**config.mk**
```make
export PLATFORM = sky130hd
export DESIGN_NAME = tdc_calib_seq
export DESIGN_NICKNAME = d
export VERILOG_FILES = /design/src/rtl/tdc_calib_seq.sv
export SDC_FILE = /design/constraint.sdc
export NUM_CORES = 1
export LEC_CHECK = 0
export ABC_AREA = 1
export CAP_MARGIN = 20
export CORE_MARGIN = 4
export CORE_UTILIZATION = 28
export DETAILED_ROUTE_END_ITERATION = 7
export PLACE_DENSITY = 0.48
export SLEW_MARGIN = 20
export SYNTH_ARGS = -nofsm -noshare
export SYNTH_HDL_FRONTEND = slang
export SYNTH_SLANG_ARGS = --single-unit
```
**constraint.sdc**
```tcl
create_clock -name clk_i -period 3.8 [get_ports clk_i]
set_input_delay 0.76 -clock clk_i [delete_from_list [all_inputs] [get_ports clk_i]]
set_output_delay 0.76 -clock clk_i [all_outputs]
set_load 0.02 [all_outputs]
```
**src/rtl/tdc_calib_seq.sv**
```systemverilog
// ----------------------------------------------------------------------------
// tdc_calib_seq
//
// Calibration sequencer for the time-tagger front end. On request it emits a
// counted burst of square calibration pulses (programmable half-period and
// pulse count) on a selectable subset of TDC channels, and muxes that
// waveform into each selected channel's path while the burst is running.
// A free-running counter provides an independent test clock.
//
// Ports
//   clk_i        system clock, all logic on the rising edge
//   reset_i      asynchronous active-high reset
//   start_i      burst request, only honoured while idle
//   abort_i      terminate a running burst on the next edge (highest priority)
//   div_i        half-period of a calibration pulse, in clk_i cycles
//   burst_len_i  number of pulses in the burst
//   chan_mask_i  channels that receive the calibration waveform
//   signal_i     buffered external TDC inputs
//   signal_o     per-channel input to the timetagger core (combinational mux)
//   calib_o      registered calibration waveform, already masked
//   busy_o       burst in progress (RUN or GUARD)
//   done_o       one-cycle pulse on normal completion (not on abort)
//   pulses_o     rising edges emitted in the current / last burst
//   test_clk_o   MSB of the free-running test counter
//   dbg_state_o  current sequencer state, for observation only
//
// Handshake: start_i is a single-cycle level sampled on a rising edge while
// the sequencer is idle; done_o answers it exactly once per accepted request
// unless the burst is aborted. There is no back-pressure.
// ----------------------------------------------------------------------------
module tdc_calib_seq #(
    parameter int g_CHANNELS    = 2,
    parameter int g_DIV_WIDTH   = 19,
    parameter int g_BURST_WIDTH = 16
) (
    input  logic                     clk_i,
    input  logic                     reset_i,
    input  logic                     start_i,
    input  logic                     abort_i,
    input  logic [g_DIV_WIDTH-1:0]   div_i,
    input  logic [g_BURST_WIDTH-1:0] burst_len_i,
    input  logic [g_CHANNELS-1:0]    chan_mask_i,
    input  logic [g_CHANNELS-1:0]    signal_i,
    output logic [g_CHANNELS-1:0]    signal_o,
    output logic [g_CHANNELS-1:0]    calib_o,
    output logic                     busy_o,
    output logic                     done_o,
    output logic [g_BURST_WIDTH-1:0] pulses_o,
    output logic                     test_clk_o,
    output logic [1:0]               dbg_state_o
);

    typedef enum logic [1:0] {
        ST_IDLE  = 2'd0,
        ST_RUN   = 2'd1,
        ST_GUARD = 2'd2
    } state_t;

    localparam logic [g_DIV_WIDTH-1:0]   c_DIV_ONE   = 1;
    localparam logic [g_BURST_WIDTH-1:0] c_BURST_ONE = 1;

    state_t                     r_state;
    logic [g_DIV_WIDTH-1:0]     r_div;
    logic [g_BURST_WIDTH-1:0]   r_len;
    logic [g_CHANNELS-1:0]      r_mask;
    logic [g_DIV_WIDTH-1:0]     r_phase;
    logic                       r_level;
    logic [g_BURST_WIDTH-1:0]   r_pulses;
    logic [g_CHANNELS-1:0]      r_calib;
    logic                       r_busy;
    logic                       r_done;
    logic [g_DIV_WIDTH-1:0]     r_tclk;
    logic [g_CHANNELS-1:0]      w_sel;

    always_ff @(posedge clk_i or posedge reset_i) begin
        if (reset_i) begin
            r_state  <= ST_IDLE;
            r_div    <= '0;
            r_len    <= '0;
            r_mask   <= '0;
            r_phase  <= '0;
            r_level  <= 1'b0;
            r_pulses <= '0;
            r_calib  <= '0;
            r_busy   <= 1'b0;
            r_done   <= 1'b0;
            r_tclk   <= '0;
        end else begin
            r_tclk <= r_tclk + c_DIV_ONE;
            r_done <= 1'b0;

            if (abort_i && (r_state != ST_IDLE)) begin
                // Pulse count is deliberately kept so software can see how
                // far the burst got.
                r_state <= ST_IDLE;
                r_level <= 1'b0;
                r_calib <= '0;
                r_busy  <= 1'b0;
            end else begin
                case (r_state)
                    ST_IDLE: begin
                        if (start_i && !abort_i) begin
                            r_div    <= div_i;
                            r_len    <= burst_len_i;
                            r_mask   <= chan_mask_i;
                            r_pulses <= '0;
                            if ((div_i == '0) || (burst_len_i == '0)) begin
                                // Nothing to emit: acknowledge immediately.
                                r_done <= 1'b1;
                            end else begin
                                // Entering RUN is itself the first rising edge.
                                r_state  <= ST_RUN;
                                r_phase  <= div_i - c_DIV_ONE;
                                r_level  <= 1'b1;
                                r_calib  <= chan_mask_i;
                                r_busy   <= 1'b1;
                                r_pulses <= c_BURST_ONE;
                            end
                        end
                    end

                    ST_RUN: begin
                        if (r_phase != '0) begin
                            r_phase <= r_phase - c_DIV_ONE;
                        end else begin
                            r_phase <= r_div - c_DIV_ONE;
                            if (r_level) begin
                                r_level <= 1'b0;
                                r_calib <= '0;
                            end else if (r_pulses == r_len) begin
                                // Low half of the last pulse has ended.
                                r_state <= ST_GUARD;
                            end else begin
                                r_level  <= 1'b1;
                                r_calib  <= r_mask;
                                r_pulses <= r_pulses + c_BURST_ONE;
                            end
                        end
                    end

                    ST_GUARD: begin
                        if (r_phase != '0) begin
                            r_phase <= r_phase - c_DIV_ONE;
                        end else begin
                            r_state <= ST_IDLE;
                            r_busy  <= 1'b0;
                            r_done  <= 1'b1;
                        end
                    end

                    default: begin
                        r_state <= ST_IDLE;
                        r_level <= 1'b0;
                        r_calib <= '0;
                        r_busy  <= 1'b0;
                    end
                endcase
            end
        end
    end

    // Only selected channels are overridden, and only while a burst runs.
    assign w_sel    = {g_CHANNELS{r_busy}} & r_mask;
    assign signal_o = (w_sel & r_calib) | (~w_sel & signal_i);

    assign calib_o     = r_calib;
    assign busy_o      = r_busy;
    assign done_o      = r_done;
    assign pulses_o    = r_pulses;
    assign test_clk_o  = r_tclk[g_DIV_WIDTH-1];
    assign dbg_state_o = r_state;

endmodule
```
==> summary.md <==
| Metric | Value |
|---|---|
| WL/cell | 14.7 um |
| Max-cap viol count | 0 |
| Number of I/O port buffers | 67 |
| TritonCTS Buffers | 9 |
| Post-route ant nets | 0 |
| # Post-CTS Setup Buffers | 0 |
| R2r worst-path depth | 7 |
| Reg2reg setup slack | roughly 1.4 ns |
| CTS sink count | 98 |
| Initial Util | 0.285 |
| Routing layer with the top usage in global route | met2 |
| HPWL after DPL | between 10 and 15 mm |
| Status | finished, final reports clean |
| Critical Path AT | ~2.0 ns |
| Clk_skew | roughly 0.0096 ns |
| P&R area growth vs syn | 19.2% |
| Min-Delay Startpoint | r_tclk[0] |
| H-tree Lvls | 3 |
| Kind of critical path | in -> out |
| Layout cells sized above 1 | 0.0956 |
| GRT met2 Usage | 0.228 |
| ANT cells | 0 |
| Chip Width | 163 um |
| FF-to-FF Start | dbg_state_o[1] |
| Worst setup SP type | primary input |
| Post-synthesis cell count | 915 |
| Core Util, Final | 0.339 |
| GR Layer Usage met3 | 0.0233 |
| GPL Wtd Cong | ~0.83 |
| Initial antenna violation count | 0 |
| CTS clk-pin slew, worst paths | about 0.060 ns |
| Dpl cell area | 0.00764 mm2 |
| RSZ-0062 raised after global routing | no |
| Pwr/cell area | 685 mW/mm2 |
| Final Cell Area | between 0.007 and 0.008 mm2 |
| Worst rel slew slack | 0.438 |
| Core area | 0.0235 mm2 |
| Critical Path End Type | output port |
| Layout Nets | 1021 |
| Sequential cell area | approximately 0.0025 mm2 |
| Synthesized Nets | between 900 and 1000 |
| Worst-Skew Late Latency | approximately 0.35 ns |
| Hold path depth | 1 |
| Final hold viol count | 0 |
| Total GRT Usage | 0.148 |
| Synthesized area per cell | about 7.3 um2 |
| Seq/Total Area, Yosys | 0.366 |
| Final WL | 19.1 mm |
| Hold Crit Class | reg -> reg |
| Synth area leader | dfrtp_1 |
| Yosys cell types | 42 |
| Max Fclk | between 0.3 and 0.4 GHz |
| Worst slew pin tran | between 0.8 and 0.9 ns |
| Post-cts resize count | 0 |
| Min cycle time layout | about 2.8 ns |
| First-pass GRT wire length | around 31 mm |
| LEAKAGE | 3.60 nW |
| Max rail drop VDD | 0.350 mV |
| Largest net degree at the start of global routing | 50 |
| Yosys top cell area share | 0.366 |
| Hold-fix buffers, CTS | 0 |
| FP Rows | 56 |
| Drt pass-1 iters | 5 |
| Die height | around 160 um |
| Area contributors post-synth | dfrtp_1 37%, nand2_1 13%, xor2_1 6.5%, nand3_1 5.5%, nor2_1 5.5% |
| Placed insts | ~1300 |
| Layout fillers | ~2600 |
| Final period utilization | 0.731 |
| Finished Layout Cells | 1292 |
| Pwr Total | between 0.005 and 0.006 W |
| Critical path peak fanout | 1 |
| Num ports | 68 |
| Post-Synthesis Cell Area | roughly 0.0067 mm2 |
| Initial drt markers | 405 |
| Via/cell ratio | 4.59 |
| GR Layer Usage met1 | 0.218 |
| Clk buf depth | 2 |
| Multi-input logic area | 0.00371 mm2 |
| DRC Markers | 0 |
| Via count | between 5000 and 6000 |
| Reg2reg end | pulses_o[15] |
| Ys Warns | 0 |
| Root buffer cell | clkbuf_16 |
| TritonCTS clock tree | yes |
| CP required | 3.04 ns |
| Die area | between 0.02 and 0.03 mm2 |
| Fin Setup TNS | 0 ns |
| Pins Over Slew Limit | 0 |
| Hold EP | r_tclk[0] |
| Vias in the first global route | 5704 |
| Yosys reg bits | about 100 |
| Setup-failing EPs final | 0 |
| Grt ovf | 0 |
kinds of logic (layout without fill, tap and decap cells):
logic type / Yosys count / in the layout / synth area share
xor gates and xnor gates: 74 / 74 / 0.0967
DFF: 98 / 98 / 0.366
buffers and inverters: 123 / 181 / 0.0808
muxes: 3 / 3 / 0.00504
adders and majority gates: 10 / 10 / 0.0187
and+or+nand+nor: 489 / 489 / 0.331
AOI/OAI and AO/OA: 118 / 118 / 0.102
flip-flops by register name, indices dropped and copies added (netlist names):
register	cells
calib_o	2
pulses_o	16
dbg_state_o	2
r_div	19
r_tclk	19
busy_o	1
r_level	1
r_phase	19
done_o	1
r_mask	2
r_len	16
Yosys cell counts (all sizes together):
master  number
a21oi       26
o21bai       1
xor2        50
or2         12
and2         2
a22oi        1
clkinv       1
a32oi        1
a31oi        3
mux2         3
nor3        11
nand4       19
clkbuf      14
buf         18
nor4         1
nand2      246
nor2       112
o211ai       6
nand3b       4
ha          10
a21boi       1
o21ai       79
nand3       82
xnor2       24
inv         90
dfrtp       98
worst max-delay path by stage:
stage | start | end | slack [ns]
after floorplan | reset_i | busy_o | 0.48
after CTS | signal_i[1] | signal_o[1] | 1.03
after detailed placement | div_i[0] | r_phase[1] | 0.72
final | signal_i[1] | signal_o[1] | 1.02
after global routing | div_i[0] | r_phase[1] | 0.88
after global placement | div_i[12] | r_phase[4] | 0.75
layout by cell type (no fill, tap or decap), drive strengths merged, types with 4 or more instances in the layout:
cell	count
nor2	112
nor3	11
clkbuf	10
o211ai	6
nand3b	4
clkdlybuf4s50	67
o21ai	79
xor2	50
nand4	19
inv	91
nand2	246
buf	7
a21oi	26
ha	10
xnor2	24
dfrtp	98
or2	12
nand3	82
worst max-delay path, stage by stage:
cell,delay [ns]
clkdlybuf4s50_1,0.46
a21oi_1,0.04
a31oi_1,0.14
clkdlybuf4s50_1,0.62
stage by stage:
step | setup WS [ns] | hold slack [ns]
3_3_place_gp | 0.745 | 0.444
3_5_place_dp | 0.723 | 0.452
2_1_floorplan | 0.478 | 0.422
4_1_cts | 1.03 | 0.461
6_report | 1.02 | 0.450
5_1_grt | 0.878 | 0.477
where the power goes:
part	internal [W]	switching (W)
sequential	0.00138	0.000386
combinational	0.000952	0.00168
clock	0.000647	0.000429
total	0.00298	0.00250
metal layers:
metal / part of all wire / up-vias
met2: 0.44 / 109
met3: 0.036 / 22
met1: 0.51 / 2760
li1: - / 3041
met4: 0.016 / 0
met5: 0 / -
cell type report:
class / count / area share
clock buffers: 10 / 0.0287
clock inverters: 6 / 0.0141
inverters: 91 / 0.0434
multi-input cells: 694 / 0.465
flip-flops and latches: 98 / 0.307
well taps: 319 / 0.0500
repair buffers: 74 / 0.0921
(Power assumes the default switching activity.)
